**src/rtl/data_mem_controller.sv**
```systemverilog
// Data-side memory controller: maps CPU byte/half/word loads and stores onto a
// word-wide synchronous RAM without byte enables (sub-word stores use read-modify-write).
module data_mem_controller #(
    parameter int ADDR_WIDTH = 14
) (
    input  logic                  clk,
    input  logic                  reset,
    input  logic                  cpu_req,
    input  logic                  cpu_we,
    input  logic [1:0]            cpu_size,
    input  logic                  cpu_unsigned,
    input  logic [31:0]           cpu_addr,
    input  logic [31:0]           cpu_wdata,
    output logic [31:0]           cpu_rdata,
    output logic                  cpu_stall,
    output logic                  cpu_misaligned,
    output logic                  ram_en,
    output logic                  ram_we,
    output logic [ADDR_WIDTH-1:0] ram_addr,
    output logic [31:0]           ram_wdata,
    input  logic [31:0]           ram_rdata
);

    typedef enum logic [1:0] {
        IDLE  = 2'b00,
        LOAD  = 2'b01,
        MERGE = 2'b10
    } state_t;

    state_t                  state_r;
    state_t                  state_next_s;
    logic                    misaligned_s;
    logic [31:0]             cpu_rdata_s;
    logic                    cpu_stall_s;
    logic                    cpu_misaligned_s;
    logic                    ram_en_s;
    logic                    ram_we_s;
    logic [31:0]             ram_wdata_s;
    logic [ADDR_WIDTH-1:0]   word_addr_s;
    logic                    unused_addr_s;

    // Extract the addressed lane of a RAM word and extend it to 32 bits.
    function automatic logic [31:0] extend_load(input logic [31:0] word, input logic [1:0] off,
                                                input logic [1:0] size, input logic uns);
        logic [31:0] sh;
        sh = word >> {off, 3'b000};
        case (size)
            2'b00:   extend_load = uns ? {24'h000000, sh[7:0]} : {{24{sh[7]}}, sh[7:0]};
            2'b01:   extend_load = uns ? {16'h0000, sh[15:0]} : {{16{sh[15]}}, sh[15:0]};
            default: extend_load = sh;
        endcase
    endfunction

    // Replace the addressed byte/half lane of a RAM word with the store data low lane.
    function automatic logic [31:0] merge_store(input logic [31:0] word, input logic [1:0] off,
                                                input logic [1:0] size, input logic [31:0] wdata);
        logic [31:0] mask;
        logic [31:0] lane;
        case (size)
            2'b00: begin
                mask = 32'h000000FF << {off, 3'b000};
                lane = {24'h000000, wdata[7:0]} << {off, 3'b000};
            end
            2'b01: begin
                mask = 32'h0000FFFF << {off, 3'b000};
                lane = {16'h0000, wdata[15:0]} << {off, 3'b000};
            end
            default: begin
                mask = 32'hFFFFFFFF;
                lane = wdata;
            end
        endcase
        merge_store = (word & ~mask) | (lane & mask);
    endfunction

    assign word_addr_s   = cpu_addr[ADDR_WIDTH+1:2];
    assign unused_addr_s = ^cpu_addr[31:ADDR_WIDTH+2];

    // Alignment check for the presented request.
    always_comb begin
        case (cpu_size)
            2'b00:   misaligned_s = 1'b0;
            2'b01:   misaligned_s = cpu_addr[0];
            2'b10:   misaligned_s = (cpu_addr[1:0] != 2'b00);
            default: misaligned_s = 1'b1;
        endcase
    end

    // Next-state and strobe decode; the request is held by the pipeline while stalled.
    always_comb begin
        state_next_s     = state_r;
        cpu_rdata_s      = 32'h00000000;
        cpu_stall_s      = 1'b0;
        cpu_misaligned_s = 1'b0;
        ram_en_s         = 1'b0;
        ram_we_s         = 1'b0;
        ram_wdata_s      = 32'h00000000;
        case (state_r)
            IDLE: begin
                if (!cpu_req) begin
                    state_next_s = IDLE;
                end else if (misaligned_s) begin
                    cpu_misaligned_s = 1'b1;
                end else if (cpu_we && (cpu_size == 2'b10)) begin
                    ram_en_s    = 1'b1;
                    ram_we_s    = 1'b1;
                    ram_wdata_s = cpu_wdata;
                end else if (!cpu_we) begin
                    ram_en_s     = 1'b1;
                    cpu_stall_s  = 1'b1;
                    state_next_s = LOAD;
                end else begin
                    ram_en_s     = 1'b1;
                    cpu_stall_s  = 1'b1;
                    state_next_s = MERGE;
                end
            end
            LOAD: begin
                cpu_rdata_s  = extend_load(ram_rdata, cpu_addr[1:0], cpu_size, cpu_unsigned);
                state_next_s = IDLE;
            end
            MERGE: begin
                ram_en_s     = 1'b1;
                ram_we_s     = 1'b1;
                ram_wdata_s  = merge_store(ram_rdata, cpu_addr[1:0], cpu_size, cpu_wdata);
                state_next_s = IDLE;
            end
            default: begin
                state_next_s = IDLE;
            end
        endcase
    end

    // Outputs are forced to zero the moment reset asserts, abandoning any MERGE write.
    always_comb begin
        if (!reset) begin
            cpu_rdata      = 32'h00000000;
            cpu_stall      = 1'b0;
            cpu_misaligned = 1'b0;
            ram_en         = 1'b0;
            ram_we         = 1'b0;
            ram_addr       = {ADDR_WIDTH{1'b0}};
            ram_wdata      = 32'h00000000;
        end else begin
            cpu_rdata      = cpu_rdata_s;
            cpu_stall      = cpu_stall_s;
            cpu_misaligned = cpu_misaligned_s;
            ram_en         = ram_en_s;
            ram_we         = ram_we_s;
            ram_addr       = ram_en_s ? word_addr_s : {ADDR_WIDTH{1'b0}};
            ram_wdata      = ram_wdata_s;
        end
    end

    // State register.
    always_ff @(posedge clk or negedge reset) begin
        if (!reset) begin
            state_r <= IDLE;
        end else begin
            state_r <= state_next_s;
        end
    end

endmodule

```
**config.mk**
```make
export PLATFORM = sky130hd
export DESIGN_NAME = data_mem_controller
export DESIGN_NICKNAME = d
export VERILOG_FILES = /design/src/rtl/data_mem_controller.sv
export SDC_FILE = /design/constraint.sdc
export NUM_CORES = 1
export LEC_CHECK = 0
export CORE_MARGIN = 2
export CORE_UTILIZATION = 37
export DETAILED_ROUTE_END_ITERATION = 12
export PLACE_DENSITY = 0.95
export SLEW_MARGIN = 20
export SYNTH_ARGS = -nofsm -noshare
export SYNTH_HDL_FRONTEND = slang
export SYNTH_SLANG_ARGS = --single-unit
```
**constraint.sdc**
```tcl
create_clock -name clk -period 4.7 [get_ports clk]
set_clock_uncertainty 0.1 [all_clocks]
set_input_delay 0.94 -clock clk [delete_from_list [all_inputs] [get_ports clk]]
set_output_delay 0.94 -clock clk [all_outputs]
set_load 0.01 [all_outputs]
```
# [Word level (Yosys, flattened, before mapping)]
# Index checks and enable logic that the tools add are counted.
[word_totals] register_bits=2 inputBits=103 out_inout_bits=82 elab_cells=61
[classes] eq_ne=6 shift=5 mux=40 bitwise_logic=4 reduce_logical=5
[ops] op="$mux 32" n=10
[ops] op="$pmux 32 s2" n=4
[ops] op="$and 32x32->32" n=2
[ops] op="$not 32->32" n=1
[ops] op="$or 32x32->32" n=1
[ops] op="$shl 16x5->32" n=1
[ops] op="$shl 16x5->32 const A" n=1
[ops] op="$shl 8x5->32" n=1
[ops] op="$shl 8x5->32 const A" n=1
[ops] op="$shr 32x5->32" n=1
[ops] op="$mux 14" n=2
[ops] op="$mux 1" n=16
[ops] op="$mux 2" n=5
[ops] op="$ne 3x3->1 const B" n=2
[ops] op="$eq 2x1->1 const B" n=2
[ops] op="$eq 2x2->1 const B" n=2
[ops] op="$logic_not 2->1" n=2
[ops] op="$pmux 1 s2" n=2
[ops] op="$pmux 1 s3" n=1
[ops] op="$reduce_and 2->1" n=1
[ops] op="$reduce_bool 2->1" n=1
[ops] op="$logic_and 1x1->1" n=1

# [Longest topological paths before layout]
[depth] depth_word=8 ltp_mapped=8 depth_no_buf=4

# [Worst setup path before layout]
# OpenSTA, ideal clock, no wires.
[synth_path] path_kind="input-to-output" startpoint="input port cpu_addr[0]" endpoint="output port cpu_rdata[10]" arrival_ps=2190 required_time_ps=3660 setup_slack_ps=1470 stages=6 n_path_buf=2 cell_sequence="buf_4 mux2i_1 mux2_2 or3_1 buf_2 a21oi_1"
[synth_between] elab_chain_cells=5 elab_cells_between_ends=6 classes_between="shift: 1; mux: 5"
[synth_rtl] element="start, declared" line="12" text="input logic [31:0] cpu_addr,"
[synth_rtl] element="$shr 32x5->32 *" line="46" text="sh = word >> {off, 3'b000};"
[synth_rtl] element="$mux 32, on equally long branches" line="49, 48"
[synth_rtl] element="$pmux 32 s2 *" line="47" text="case (size)"
[synth_rtl] element="$mux 32 *" line="98" text="case (state_r)"
[synth_rtl] element="$mux 32 *" line="136" text="if (!reset) begin"
[synth_rtl] element="end, declared" line="14" text="output logic [31:0] cpu_rdata,"
# Every way passes the cells marked *; elsewhere a longest branch is shown, timed or not.

# [Worst setup path in the final report]
[layout_path] startpoint="input port cpu_size[0]" endpoint="output port cpu_rdata[16]"
[layout_between] elab_chain_cells=4 elab_cells_between_ends=5 classes_between="eq/ne: 1; mux: 3; reduce/logical: 1"
[layout_rtl] element="start, declared" line="10" text="input logic [1:0] cpu_size,"
[layout_rtl] element="$eq 2x1->1 or $logic_not 2->1 (tied branches)" line="47"
[layout_rtl] element="$pmux 32 s2 *" line="47"
[layout_rtl] element="$mux 32 *" line="98"
[layout_rtl] element="$mux 32 *" line="136"
# Marks and branches as above.

==> results by stage <==
Cells and area:
- Counting the fill cells in the layout gives 526.
- The final design instance area without fill is 4040 µm².
- At the end of the flow the core is filled with cells to about two thirds.
- The flip-flop count of the largest register, all copies and words added is 2.
- Excluding fillers, the count of instances in the completed layout stands at between 500 and 600.
- The synthesis-to-finish area growth is 76.8%.
- The proportion of layout cells with a drive suffix above 1 is between 8 and 9%.
- In the layout the commonest cells are 166 x clkdlybuf4s50_1, 33 x a21oi_1, 25 x nor2b_1, 23 x o21ai_0, 22 x nand2_1.
- The net count of the finished layout is between 600 and 700.
- Ranked by flip-flop count, first place goes to state_r.
- Leaving out fill and tap cells, the most frequent cell in the layout is clkdlybuf4s50_1.
- The repair_antennas step left the layout with diodes totalling 0.
- The largest registers in the layout are state_r (2).

Hold path:
- The worst hold path passes through 3 cells.
- The path class of the lowest-slack min-delay path is reg -> reg.
- The launch instance of the worst min-delay path is state_r[0]$_DFFE_PN0P_.

Floorplan:
- The floorplan step defined a die boundary enclosing just under 7000 µm².
- The total I/O pin count is ~190.
- The initial cell density of the core is a little under two fifths.
- The placeable core region is 5960 µm².
- The row count is 28.
- The die height is between 80 and 90 µm.
- In this run the horizontal extent of the chip is slightly above 80 µm.

Pwr:
- The net load switching power is around 0.14 mW.
- The power share of the clock group is approximately a fifth.
- The total power is approximately 0.36 mW.
- Across the VDD grid, the largest voltage drop is a little over 0.09 mV.
- Sequential cells burn 5.5% of the power.
- The combinational share of power is about three quarters.
- The switching part of the total power is 40.0%.
- In this run the static leakage power is roughly 1.4 nW.
- The internal power summed over all cells is approximately 0.21 mW.
- The power per cell area is between 80 and 90 nW/µm².

Synth:
- The fraction of registers with async set/reset is between 90% and 100%.
- The most used flip-flop cell after synthesis is dfrtp_1.
- Sequential elements use 2.19% of the synthesized area.
- Dividing the synthesized area by the synthesized cell count gives approximately 6.6 µm².
- The synthesized design contains 0 enable-type register cells.
- The number of nets in the synthesized netlist is approximately 450.
- After synthesis the netlist holds a flip-flop and latch count of 2.
- In this run the cell area of the synthesized design comes to 2280 µm².
- The unique cell type count in the Yosys netlist is 53.
- The number of warning messages in the yosys log is 0.
- The number of instances in the synthesized netlist is around 350.

STA:
- The smallest clock period supported by the final layout is computed as 4.46 ns.
- The number of hold violations in the final report is 0.
- The tightest hold path in the finished design has a slack of 0.812 ns.
- The worst setup margin is between 0.2 and 0.25 ns.
- The actual transition at the worst max-transition pin is between 0.9 and 1 ns.
- The count of final max-slew check failures is 0.
- In this run the tightest slew margin relative to its limit is between 30% and 40%.
- The share of the cycle needed by the critical path after routing is 94.8%.
- Setup repair after global routing left no endpoint under its margin.
- In the final timing run, aggregate negative setup slack is 0 ns.
- The maximum clock frequency is 224 MHz.
- The count of final setup violators is 0.

Detailed routing:
- The total DRC errors in the routed layout is 0.
- The count of nets left with antenna violations after detail routing is 0.
- The violation count after the first detailed-route iteration is roughly 340.
- The total via count after detailed routing is around 3500.
- The average wire per cell in the routed design is ~19 µm.
- The first detailed-routing pass took 10 iterations.
- The detailed-route vias per instance is 6.04.
- The total detailed-routing wirelength is 10700 µm.

Setup path:
- The peak fanout along the critical path is 16.
- For the worst setup path, the data arrival time is roughly 3.4 ns.
- The worst register-to-register path begins at state_r[1]$_DFFE_PN0P_.
- The critical path starts at cpu_size[0].
- The number of buffer and inverter instances along the worst setup path is 2.
- In this run the critical register-to-register path is captured at state_r[1]$_DFFE_PN0P_.
- The endpoint of the most critical setup path is cpu_rdata[16].
- For the worst flop-to-flop path, the logic depth is 3.
- For flop-to-flop paths, the worst setup slack is 3.32 ns.
- For this design, the slowest cell found on the critical path is o211ai_1.
- The kind of launch point of the worst setup path is a primary input.
- The worst setup path is captured at a primary output.
- The critical path is of the in -> out type.
- The number of stages on the worst setup path is 6.
- Data on the critical path is required at its endpoint by between 3 and 4 ns.
- Traced cell by cell, the critical path runs through clkdlybuf4s50_1, mux2i_1, mux2i_1, o211ai_1, o21ai_0, clkdlybuf4s50_1.
- The delay of the slowest cell on the worst path is around 0.8 ns.
- On the critical path the largest part of the delay comes from buffers and inverters.

Clock network:
- TritonCTS created 3 clock buffers.
- The clock latency of the later-clocked register in the worst-skew pair is between 0.2 and 0.25 ns.
- After clock tree synthesis, the clock-pin slew on the worst setup and hold paths is ~0.03 ns.
- TritonCTS built the clock tree.
- The tree is rooted in a clkbuf_8.
- In this run the number of H-tree levels came out at 1.
- In this run, post-CTS hold repair placed 0 buffers.
- The number of buffers on the longest clock path is 2.
- The clock sink total is 2.
- In this run, post-CTS repair resized a total of 0 instances.
- The post-CTS setup buffer count is 0.

Place:
- The placed wire-length estimate is 8490 µm.
- The number of placed cells counting well taps is between 500 and 600.
- The final estimated routing congestion in global placement is roughly 0.97.
- The number of buffer cells added on primary ports is about 170.
- The worst setup slack before clock tree synthesis is about 0.25 ns.
- The area after detailed placement is about 4000 µm².

Run status:
- The run finished with clean final reports.

Global routing:
- In the global route stage, overall resource usage came out at around 30%.
- The largest net degree at the start of global routing is 44.
- For this run the aggregate overflow at the end of global routing stands at 0.
- The number of antenna violations at the first check in global routing is 0.
- Global routing consumed, on the met1 layer, roughly two fifths of the routing resources.
- For met2 alone, demand over resource in global routing was 51.6%.
- The first global-routing pass estimated between 15000 and 20000 µm of wire.
- The via count of the first global-routing pass came to a little over 3000.
- The global routing stage identified its most utilized layer as met2.
- The global-route met3 utilization is 2.61%.

Flow run:
- The tool flagged a number of max-cap violations equal to 0.
==> cells in the mapped netlist (2+ instances only) <==
library cell / number / area [µm²]
nand2_1: 22 / 82.6
o21ai_0: 23 / 115
mux2_2: 2 / 22.5
buf_4: 2 / 15.0
o21a_1: 9 / 67.6
clkbuf_2: 3 / 15.0
o211ai_1: 10 / 75.1
or3_1: 9 / 56.3
a21oi_2: 3 / 26.3
nor2_1: 21 / 78.8
clkbuf_1: 12 / 45.0
nor2b_1: 25 / 156
nor4bb_1: 2 / 20.0
nand2b_1: 3 / 18.8
a21oi_1: 33 / 165
a22oi_1: 16 / 120
a211oi_1: 14 / 105
nor3b_1: 16 / 120
dfrtp_1: 2 / 50.1
buf_6: 2 / 22.5
buf_2: 14 / 70.1
a32o_1: 7 / 70.1
inv_1: 3 / 11.3
and2_1: 20 / 125
mux2i_1: 19 / 190
o21bai_1: 8 / 60.1
nand3b_1: 3 / 22.5
or2_2: 10 / 62.6
a222oi_1: 8 / 80.1
==> kinds of logic after synthesis <==
logic type	Yosys count	synth area share [%]
muxes	21	9.31
buffers and inverters	37	8.00
AOI/OAI and AO/OA	140	41.9
and+or+nand+nor	145	38.6
DFF	2	2.19
==> layout make-up <==
type                    instances  area, µm²  area share [%]
inverters                       3       11.3           0.279
multi-input cells             306       2060            50.9
flip-flops and latches          2       50.0            1.24
repair buffers                183       1780            44.2
clock buffers                   3       41.3            1.02
well taps                      75       93.8            2.32
==> routing by layer <==
metal,up-vias,share of wire (%)
met3,26,9.2
met5,-,0
met4,0,1.7
met1,1602,40
li1,1610,-
met2,218,49
==> worst register-to-register path: stages (launching register included) <==
cell	delay, ns
dfrtp_1	0.47
or3b_4	0.44
nand2b_1	0.19
nor2_1	0.11
==> power by group through the flow <==
stage	registers, mW	logic (mW)	clock network (mW)
after floorplan	0.0192	0.120	0
after CTS	0.0196	0.264	0.0704
after detailed placement	0.0198	0.262	0
after global placement	0.0197	0.257	0
after global routing	0.0199	0.285	0.0742
final	0.0198	0.268	0.0693
==> how the worst min path moves through the flow <==
stage	to	slack [ns]
after floorplan	state_r[0]$_DFFE_PN0P_	0.54
after global placement	state_r[0]$_DFFE_PN0P_	0.78
after detailed placement	state_r[0]$_DFFE_PN0P_	0.79
after CTS	state_r[0]$_DFFE_PN0P_	0.79
after global routing	state_r[0]$_DFFE_PN0P_	0.87
final	state_r[0]$_DFFE_PN0P_	0.81
Note: power is estimated with default switching activity, not from simulation.
